--- src/rtl/interleaver_blk_ctrl_if.sv ---
// Handshake bundle between the interleaver block sequencer and the
// upstream byte source, the remap/index logic and the serial output stage.
interface interleaver_blk_ctrl_if;
    logic        start;
    logic        k_sel;
    logic        byte_valid;
    logic        abort;
    logic        byte_ready;
    logic        shift_en;
    logic        k_size_6144;
    logic        ready_out;
    logic [12:0] bit_idx;
    logic        last_bit;
    logic        busy;
    logic        done;

    modport master (
        output start, k_sel, byte_valid, abort,
        input  byte_ready, shift_en, k_size_6144, ready_out,
        input  bit_idx, last_bit, busy, done
    );

    modport slave (
        input  start, k_sel, byte_valid, abort,
        output byte_ready, shift_en, k_size_6144, ready_out,
        output bit_idx, last_bit, busy, done
    );
endinterface

--- src/rtl/interleaver_blk_ctrl.sv ---
// Block sequencer for the turbo-coder interleaver: byte load, remap settle
// window, then a K-cycle bit-serial readout, one block at a time.
module interleaver_blk_ctrl #(
    parameter int K_SMALL       = 1056,
    parameter int K_LARGE       = 6144,
    parameter int SETTLE_CYCLES = 1
) (
    input  logic                   clock,
    input  logic                   rst,
    interleaver_blk_ctrl_if.slave  bus
);
    localparam logic [9:0]  BYTE_LAST_SMALL = 10'(K_SMALL / 8 - 1);
    localparam logic [9:0]  BYTE_LAST_LARGE = 10'(K_LARGE / 8 - 1);
    localparam logic [12:0] BIT_LAST_SMALL  = 13'(K_SMALL - 1);
    localparam logic [12:0] BIT_LAST_LARGE  = 13'(K_LARGE - 1);
    localparam logic [2:0]  SETTLE_LAST     = 3'(SETTLE_CYCLES - 1);

    typedef enum logic [2:0] {
        S_IDLE,
        S_LOAD,
        S_SETTLE,
        S_OUTPUT,
        S_DONE
    } state_t;

    state_t      state_q, state_d;
    logic [9:0]  byte_cnt_q, byte_cnt_d;
    logic [2:0]  settle_cnt_q, settle_cnt_d;
    logic [12:0] bit_idx_q, bit_idx_d;
    logic        k_size_q, k_size_d;

    logic [9:0]  byte_last;
    logic [12:0] bit_last;
    logic        shift_en;

    assign byte_last = k_size_q ? BYTE_LAST_LARGE : BYTE_LAST_SMALL;
    assign bit_last  = k_size_q ? BIT_LAST_LARGE  : BIT_LAST_SMALL;
    // The only input-to-output path: the datapath shifts in the same cycle the byte is offered.
    assign shift_en  = (state_q == S_LOAD) && bus.byte_valid;

    always_ff @(posedge clock or posedge rst) begin
        if (rst) begin
            state_q      <= S_IDLE;
            byte_cnt_q   <= '0;
            settle_cnt_q <= '0;
            bit_idx_q    <= '0;
            k_size_q     <= 1'b0;
        end else begin
            state_q      <= state_d;
            byte_cnt_q   <= byte_cnt_d;
            settle_cnt_q <= settle_cnt_d;
            bit_idx_q    <= bit_idx_d;
            k_size_q     <= k_size_d;
        end
    end

    always_comb begin
        state_d      = state_q;
        byte_cnt_d   = byte_cnt_q;
        settle_cnt_d = settle_cnt_q;
        bit_idx_d    = bit_idx_q;
        k_size_d     = k_size_q;

        // Abort beats every other event, including the final byte or bit; block size is kept.
        if (bus.abort && (state_q != S_IDLE)) begin
            state_d      = S_IDLE;
            byte_cnt_d   = '0;
            settle_cnt_d = '0;
            bit_idx_d    = '0;
        end else begin
            case (state_q)
                S_IDLE: begin
                    if (bus.start && !bus.abort) begin
                        k_size_d   = bus.k_sel;
                        byte_cnt_d = '0;
                        state_d    = S_LOAD;
                    end
                end
                S_LOAD: begin
                    if (shift_en) begin
                        byte_cnt_d = byte_cnt_q + 10'd1;
                        if (byte_cnt_q == byte_last) begin
                            settle_cnt_d = '0;
                            state_d      = S_SETTLE;
                        end
                    end
                end
                S_SETTLE: begin
                    if (settle_cnt_q == SETTLE_LAST) begin
                        settle_cnt_d = '0;
                        byte_cnt_d   = '0;
                        bit_idx_d    = '0;
                        state_d      = S_OUTPUT;
                    end else begin
                        settle_cnt_d = settle_cnt_q + 3'd1;
                    end
                end
                S_OUTPUT: begin
                    if (bit_idx_q == bit_last) begin
                        bit_idx_d = '0;
                        state_d   = S_DONE;
                    end else begin
                        bit_idx_d = bit_idx_q + 13'd1;
                    end
                end
                S_DONE: begin
                    state_d = S_IDLE;
                end
                default: begin
                    state_d = S_IDLE;
                end
            endcase
        end
    end

    assign bus.byte_ready  = (state_q == S_LOAD);
    assign bus.shift_en    = shift_en;
    assign bus.k_size_6144 = k_size_q;
    assign bus.ready_out   = (state_q == S_OUTPUT);
    assign bus.bit_idx     = bit_idx_q;
    assign bus.last_bit    = (state_q == S_OUTPUT) && (bit_idx_q == bit_last);
    assign bus.busy        = (state_q != S_IDLE);
    assign bus.done        = (state_q == S_DONE);
endmodule

--- src/flat_wrapper.sv ---
// flat-port wrapper written by rule: the top's interface ports become plain ports
module interleaver_blk_ctrl_flat 
#(
    parameter int K_SMALL       = 1056,
    parameter int K_LARGE       = 6144,
    parameter int SETTLE_CYCLES = 1
)
  (clock, rst, bus_start, bus_k_sel, bus_byte_valid, bus_abort, bus_byte_ready, bus_shift_en, bus_k_size_6144, bus_ready_out, bus_bit_idx, bus_last_bit, bus_busy, bus_done);
  interleaver_blk_ctrl_if bus_i ();
  input  logic clock;
  input  logic rst;
  input wire logic [$bits(bus_i.start)-1:0] bus_start;
  input wire logic [$bits(bus_i.k_sel)-1:0] bus_k_sel;
  input wire logic [$bits(bus_i.byte_valid)-1:0] bus_byte_valid;
  input wire logic [$bits(bus_i.abort)-1:0] bus_abort;
  output wire logic [$bits(bus_i.byte_ready)-1:0] bus_byte_ready;
  output wire logic [$bits(bus_i.shift_en)-1:0] bus_shift_en;
  output wire logic [$bits(bus_i.k_size_6144)-1:0] bus_k_size_6144;
  output wire logic [$bits(bus_i.ready_out)-1:0] bus_ready_out;
  output wire logic [$bits(bus_i.bit_idx)-1:0] bus_bit_idx;
  output wire logic [$bits(bus_i.last_bit)-1:0] bus_last_bit;
  output wire logic [$bits(bus_i.busy)-1:0] bus_busy;
  output wire logic [$bits(bus_i.done)-1:0] bus_done;
  assign bus_i.start = bus_start;
  assign bus_i.k_sel = bus_k_sel;
  assign bus_i.byte_valid = bus_byte_valid;
  assign bus_i.abort = bus_abort;
  assign bus_byte_ready = bus_i.byte_ready;
  assign bus_shift_en = bus_i.shift_en;
  assign bus_k_size_6144 = bus_i.k_size_6144;
  assign bus_ready_out = bus_i.ready_out;
  assign bus_bit_idx = bus_i.bit_idx;
  assign bus_last_bit = bus_i.last_bit;
  assign bus_busy = bus_i.busy;
  assign bus_done = bus_i.done;
  interleaver_blk_ctrl #(.K_SMALL(K_SMALL), .K_LARGE(K_LARGE), .SETTLE_CYCLES(SETTLE_CYCLES)) u_core (.clock(clock), .rst(rst), .bus(bus_i));
endmodule
--- config.mk ---
export PLATFORM = sky130hd
export DESIGN_NAME = interleaver_blk_ctrl_flat
export DESIGN_NICKNAME = d
export VERILOG_FILES = /design/src/rtl/interleaver_blk_ctrl_if.sv /design/src/rtl/interleaver_blk_ctrl.sv /design/src/flat_wrapper.sv
export SDC_FILE = /design/constraint.sdc
export NUM_CORES = 1
export LEC_CHECK = 0
export CORE_ASPECT_RATIO = 1.5
export CORE_MARGIN = 5
export CORE_UTILIZATION = 50
export CTS_CLUSTER_SIZE = 24
export DETAILED_ROUTE_END_ITERATION = 16
export GPL_TIMING_DRIVEN = 0
export PLACE_DENSITY = 0.83
export SLEW_MARGIN = 0
export SYNTH_ARGS = -nofsm -noshare
export SYNTH_HDL_FRONTEND = slang
export SYNTH_SLANG_ARGS = --single-unit
--- constraint.sdc ---
create_clock -name clock -period 2.6 [get_ports clock]
set_input_delay 0.52 -clock clock [delete_from_list [all_inputs] [get_ports clock]]
set_output_delay 0.52 -clock clock [all_outputs]
set_load 0.01 [all_outputs]
==> Yosys cells after proc, flatten, opt, wreduce, memory -nomap -nowiden <==
Cells that the tools add are included.
{ "word_totals": {"register_bits": 30, "in_bits": 6, "out_inout_bits": 20, "wordCells": 59} }
{ "classes": {"n_addsub": 3, "n_eq_ne": 11, "muxes": 23, "bitwise": 1, "reduce_logical": 16} }
{ "op_table": {"columns": ["operator", "count"], "rows": [
  ["13-bit two-way mux", 4],
  ["10-bit two-way mux", 5],
  ["3-bit two-way mux", 10],
  ["10-bit one-hot mux with 3 select lines", 1],
  ["13-bit one-hot mux with 2 select lines", 1],
  ["3-bit by 1-bit != test with 1-bit output (second input constant)", 5],
  ["13-bit by 1-bit adder with 13-bit output (second input constant)", 1],
  ["13-bit == test", 1],
  ["3-bit one-hot mux with 4 select lines", 1],
  ["10-bit by 1-bit adder with 10-bit output (second input constant)", 1],
  ["10-bit == test", 1],
  ["3-bit nonzero test", 3],
  ["3-bit by 2-bit == test with 1-bit output (second input constant)", 2],
  ["3-bit logical NOT", 2],
  ["3-bit one-hot mux with 2 select lines", 1],
  ["3-bit AND reduction", 2],
  ["5-bit AND reduction", 1],
  ["1-bit logical AND", 4],
  ["4-bit AND reduction", 1],
  ["4-bit nonzero test", 1],
  ["3-bit by 1-bit adder with 3-bit output (second input constant)", 1],
  ["3-bit by 1-bit == test with 1-bit output (second input constant)", 1],
  ["3-bit == test (second input constant)", 1],
  ["2-bit AND reduction", 1],
  ["other kinds (2)", 2]
]} }

==> Logic depth before layout (Yosys ltp) <==
Gate-level depths: netlist of run 1.
{ "depth": {"word_depth": 6, "mapped_depth": 10, "depth_no_buf": 7} }

==> Worst setup path after synthesis of run 1 <==
No wires, ideal clock.
{ "synth_path": {"path_type": "reg2out", "start": "register u_core.bit_idx_q[0], in the netlist u_core.bus.bit_idx[0]", "end": "output bus_last_bit", "arrival_ns": 1.654, "slack_ns": 0.426, "stages_incl_launch_ff": 6, "path_buffers": 1, "cell_sequence": "dfrtp_1 -> ha_1 -> nand4_1 -> or4_4 -> buf_6 -> nor2_1"} }
{ "synth_between": {"elab_chain_len": 2} }
{ "synth_lines": {"columns": ["element", "line", "source"], "rows": [
  ["start: declaration", "interleaver_blk_ctrl.sv:29", "logic [12:0] bit_idx_q, bit_idx_d;"],
  ["start signal: assignment", "interleaver_blk_ctrl.sv:52", "bit_idx_q <= bit_idx_d;"],
  ["13-bit == test", "interleaver_blk_ctrl.sv:121", "assign bus.last_bit = (state_q == S_OUTPUT) && (bit_idx_q == bit_last);"],
  ["1-bit logical AND", "interleaver_blk_ctrl.sv:121", null],
  ["end: declaration", "flat_wrapper.sv:21", "output wire logic [$bits(bus_i.last_bit)-1:0] bus_last_bit;"]
]} }
No other way between the ends.

==> Worst setup path after layout of run 1 <==
{ "layout_path": {"start": "register u_core.bit_idx_q[5], in the netlist u_core.bus.bit_idx[5]", "end": "output bus_last_bit"} }
Same word-level chain as after synthesis.

==> results of run 1 <==
-- cells in the final DEF (no fill, tap or decap), types with 5 or more instances in the layout --
cell type,netlist,routed
nor2_1,21,21
xor2_1,5,5
nor3_1,10,10
buf_2,4,5
o211ai_1,7,7
xnor2_1,8,8
dfrtp_1,30,28
buf_4,2,8
nand2_1,22,22
clkdlybuf4s50_1,0,24
inv_1,10,10
clkbuf_8,0,6
nor4_1,8,7
o21ai_0,16,16
-- cell type report --
type,instances,area (sq um)
inverters,11,41.3
repair buffers,31,290
clock buffers,7,86.3
plain buffers,7,46.3
fillers,310,1170
clock inverters,1,5.00
flip-flops and latches,30,753
well taps,42,52.6
multi-input cells,156,1000
-- synth_stat cells, types with 2 or more instances --
cell type   n
a21oi_1     3
a31oi_1     4
and3_1      2
buf_2       4
buf_4       2
dfrtp_1    30
ha_1        4
inv_1      10
mux2_2      2
nand2_1    22
nand2b_1    3
nand3_1     4
nand4_1     2
nor2_1     21
nor2b_1     4
nor3_1     10
nor3b_1     2
nor4_1      8
o211ai_1    7
o21ai_0    16
o21ai_1     3
o41ai_1     2
or2_2       2
or4_1       2
xnor2_1     8
xor2_1      5
-- repair_timing --
action	in CTS	in global routing
setup endpoints to repair	1	1
pin swaps	1	1
gates resized for setup	7	2
buffers inserted	6	0
-- worst min-delay path, cell delays in order (launching register included) --
cell	delay [ns]
dfrtp_1	0.38
nand2_1	0.05
o21ai_0	0.06
-- where the power goes --
part / internal [mW] / switching (mW) / total (mW)
registers: 0.475 / 0.0130 / 0.488
clock network: 0.213 / 0.176 / 0.389
logic: 0.0532 / 0.0724 / 0.126
-- flip-flops by register name, summed over array words and instances (netlist names) --
register                cells
u_core.byte_cnt_q          10
u_core.bus.k_size_6144      1
u_core.settle_cnt_q         3
u_core.state_q              3
u_core.bus.bit_idx         13
-- layer usage --
metal / up-vias / wire [microns]
li1: 802 / -
met4: 0 / 84
met1: 766 / 1790
met5: - / 0
met2: 32 / 2240
met3: 6 / 156
-- per-stage QoR --
stage	std cells	setup WS [ns]	TNS, ns
6_report	285	0.0799	0
3_5_place_dp	271	-0.169	-0.169
3_3_place_gp	271	-0.134	-0.134
4_1_cts	285	0.00529	0
2_1_floorplan	204	0.426	0
5_1_grt	285	0.0137	0
-- final timing paths --
kind,start,endpoint,slack (ns),depth (start not counted)
max in group asynchronous,rst,u_core.bus.bit_idx[5],1.02,2
max reg2reg,u_core.settle_cnt_q[0],u_core.byte_cnt_q[5],0.52,7
max,u_core.bus.bit_idx[5],bus_last_bit,0.08,6
min in group asynchronous,rst,u_core.byte_cnt_q[0],0.83,2
min,u_core.byte_cnt_q[1],u_core.byte_cnt_q[1],0.53,2
min reg2reg,u_core.byte_cnt_q[1],u_core.byte_cnt_q[1],0.53,2
-- cells by family (layout without fill, tap and decap cells) --
family,after synthesis,in the layout,share of synthesized area
simple gates,93,93,0.273
compound gates,43,43,0.158
xor+xnor,13,13,0.0626
buf+inv,18,57,0.0481
mux,3,3,0.0179
fa+ha+maj,4,4,0.0275
flops,30,30,0.413
==> impl_metrics.ini, run 1 <==
[synth]
synth.area.top_cells = dfrtp_1, nand2_1, o21ai_0, nor2_1, xnor2_1
syn-cell-area_sq_um = 1820
avgSynthCellArea_sq_um = 8.92
ys_warn_count = 0
synth_top_area_cell = dfrtp_1
ys_ff_latch = 30
yosys_most_used_dff = dfrtp_1
synth_cell_types = 48
synth_edf_count = 0
synthCells = 204
syn_nets = 214
seq_area_frac_synth = 0.413
synth_top_area_frac = 0.413
async_flop_share = 1.00

[global_routing]
grt_util_all_layers = 0.195
grtUsageMet1 = 0.236
use_met3 = 0.0449
grt_overflow = 0
grtUsageMet2 = 0.321
grt_max_degree = 31
antenna_found_initial = 0
grt_pass1_wl_microns = 7530
grt_pass1_vias = 1663
gr-max-usage-layer = met2

[power]
powerDensity_nw_per_um2 = 441
p_leak_nw = 0.931
ir_drop_uv = 404
power.total_mw = 1.00

[finish]
fin_nets = 252
area_delta_synth_final_pct = 25.0
drive_gt1_frac = 0.152
postLayoutCoreUtil = 0.660
n_antenna_cell = 0
design_area_sq_um = 2270

[die]
core_area_sq_um = 3450
die_area_sq_um = 4970
die_h_microns = 83.9
rows = 26
start_util = 0.528
die_w_microns = 59.3
ios = 26

[clocking]
cts_made_buffers = 5
cts_max_level = 2
clock-root-buffer = clkbuf_8
clock-sinks = 30
cts_hold_buf = 0
clk_latency_ns = 0.28
cts.path.max_buffers = 2
cts_tree = yes
clk_transition_reported_paths_ns = 0.06

[detailed_routing]
first_iter_violations = 60
drt-wirelength-per-cell_microns = 15.0
drtAntennaViolNets = 0
drc = 0
wl_microns = 4260
drt_first_pass_iters = 4
viasPerCell = 5.64
vias = 1606

[critical_path]
crit_family = simple AND/OR/NAND/NOR gates
critical_path_buf_inv_count = 2
crit_arrival_ns = 2.00
cp_data_required_time_ns = 2.08
crit_path_max_incr_delay_ns = 0.54
crit_chain = nor4_2 -> a21oi_1 -> or4_4 -> buf_6 -> nor2_1 -> buf_2
crit_slowest_cell = or4_4
cp_max_fo = 7
path_class = flop to primary output
end_kind = primary output
critPathLaunchType = flop

[timing]
finalHoldViolations = 0
fmax_mhz = 397
setup_viol = 0
fin_crit_sh = 0.969
maxSlewViolCount = 0
slew_headroom = 0.247
skew_ns = 0.00493
hold_ws_ns = 0.533
worstMarginPinSlew_ns = 1.13
rsz0062_at_grt = no
period_minus_slack_ns = 2.52

[job]
drv_cap = 0

[outcome]
status = finished, final reports clean

[placed_design]
hpwl_microns = 2980
dpl_cell_area_sq_um = 2120
gp_congestion = 0.818
io_buffers = 25

[worst_hold_path]
min_path_type = flop to flop
Note: power is estimated with default switching activity, not from simulation.
==> inputs of run 2 (changes only) <==
- CORE_UTILIZATION: 50 -> 58
- PLACE_DENSITY: 0.83 -> 0.93
- clock period: 2.6 -> 2.9 ns (I/O delays scaled with it)
==> run 2 against run 1 <==
Clock power is 20% lower. Non-clock buffer count is 5 lower. Critical endpoint unchanged. Hold slack worse by 0.0037 ns. Power is 14% lower. Global-route usage is 2.5 points higher. Die area is 12% lower. Worst setup slack better by 0.13 ns.
==> impl_metrics.ini, run 2 (synthesized netlist as in run 1, its figures left out) <==
[power]
p_clk_frac = 0.361
switching_share = 0.261
powerDensity_nw_per_um2 = 392
p_int_mw = 0.638
seqPwrFrac = 0.506
comb_power_share = 0.133
p_switching_mw = 0.226
ir_drop_uv = 397
p_leak_nw = 0.898

[clocking]
cts_max_level = 2
cts_made_buffers = 5
clk_latency_ns = 0.28
clock-sinks = 30
clock-root-buffer = clkbuf_8
clk_transition_reported_paths_ns = 0.07
cts.path.max_buffers = 2
cts_tree = yes

[placed_design]
gp_congestion = 0.809
dp_worst_setup_slack_ns = 0.0874
dpl_cell_area_sq_um = 2120
hpwl_microns = 3100
io_buffers = 25
dp.cells = 269

[critical_path]
critPathLaunchType = flop
crit_path_max_incr_delay_ns = 0.52
r2r-start = u_core.byte_cnt_q[5]
cp_max_fo = 7
regToRegSetupSlack_ns = 0.78
crit_chain = ha_2 -> nand4_1 -> or4_4 -> buf_6 -> nor2_1 -> dlygate4sd2_1
crit_slowest_cell = or4_4
end_kind = primary output
crit_arrival_ns = 2.11
ff2ff_path_depth = 5
cp_data_required_time_ns = 2.32
path_class = flop to primary output
r2r-end = u_core.settle_cnt_q[0]

[global_routing]
antenna_found_initial = 0
grt_util_all_layers = 0.220
grt_pass1_wl_microns = 7540
grt_pass1_vias = 1746
grt_overflow = 0
grt_max_degree = 31

[finish]
final_cell_mix = dfrtp_1, clkdlybuf4s50_1, nand2_1
design_area_sq_um = 2210
multiInputGateArea_sq_um = 983
register_area_sq_um = 752
n_antenna_cell = 0
largest_reg_flops = 13
fillers = 224
area_delta_synth_final_pct = 21.3
fin_cells = 277
fin_nets = 247
final_common_cell = dfrtp_1
drive_gt1_frac = 0.114

[die]
die_w_microns = 55.7
start_util = 0.587
die_area_sq_um = 4380
ios = 26
core_area_sq_um = 3100
die_h_microns = 78.6
rows = 25

[detailed_routing]
first_iter_violations = 45
viasPerCell = 5.90
wl_microns = 4340
drt-wirelength-per-cell_microns = 15.6
vias = 1633
drt_first_pass_iters = 4
drtAntennaViolNets = 0
drc = 0

[timing]
rsz0062_at_grt = no
fin_crit_sh = 0.928
finalHoldViolations = 0
setup_slack_ns = 0.210
setup_viol = 0
tns_ns = 0
worstMarginPinSlew_ns = 1.12
skew_ns = 0.00786
maxSlewViolCount = 0
period_minus_slack_ns = 2.69
fmax_mhz = 372
slew_headroom = 0.252

[worst_hold_path]
min_path_type = flop to flop
min_from = u_core.byte_cnt_q[7]
hold_end = u_core.byte_cnt_q[7]
min_path_cells = 1

[outcome]
status = finished, final reports clean

[job]
drv_cap = 0
## run 2: per-layer routing
| metal | share of wire | GRT usage |
|---|---|---|
| met5 | 0 | 0 |
| met1 | 0.38 | 0.225 |
| met4 | 0.036 | 0.131 |
| met3 | 0.038 | 0.0461 |
| met2 | 0.54 | 0.402 |
## run 2: power by group through the flow
stage	registers, mW	clock network (mW)	logic (mW)
5_1_grt	0.438	0.339	0.127
4_1_cts	0.436	0.319	0.114
2_1_floorplan	0.443	0	0.0711
3_3_place_gp	0.444	0	0.110
3_5_place_dp	0.444	0	0.112
6_report	0.437	0.312	0.115
## run 2: how the worst max path moves through the flow
stage / from / endpoint / slack [ns] / cells after the start
after floorplan: u_core.bus.bit_idx[0] / bus_last_bit / 0.67 / 5
after global placement: u_core.bus.bit_idx[0] / bus_last_bit / 0.12 / 6
after detailed placement: u_core.bus.bit_idx[0] / bus_last_bit / 0.09 / 6
after CTS: u_core.bus.bit_idx[5] / bus_last_bit / 0.22 / 6
after global routing: u_core.bus.bit_idx[0] / bus_last_bit / 0.12 / 6
final: u_core.bus.bit_idx[0] / bus_last_bit / 0.21 / 6
## run 2: through the flow
step | total power, mW | util | hold WS, ns
after floorplan | 0.514 | - | 0.490
after global placement | 0.554 | 0.684 | 0.515
after detailed placement | 0.556 | 0.684 | 0.525
after CTS | 0.870 | 0.712 | 0.533
after global routing | 0.904 | 0.712 | 0.579
final | 0.864 | 0.712 | 0.529
## run 2: area by class of cell
type,count,area share
timing repair buffer,26,0.116
inverter,11,0.0187
sequential,30,0.341
clock buffer,7,0.0346
buffer,7,0.0210
multi-input combinational,156,0.446
tap,40,0.0227
## run 2: worst max-delay path, delay by kind of cell, from the launching register on
| family | cells | cell delay (ns) |
|---|---|---|
| simple gates | 3 | 0.76 |
| fa+ha+maj | 1 | 0.24 |
| flops | 1 | 0.40 |
| buf+inv | 2 | 0.43 |
## run 2: repair_timing
item,4_1_cts,5_1_grt
gates resized for setup,3,0
buffers inserted,1,0
endpoints found under the setup margin,1,0
hold buffers,0,0
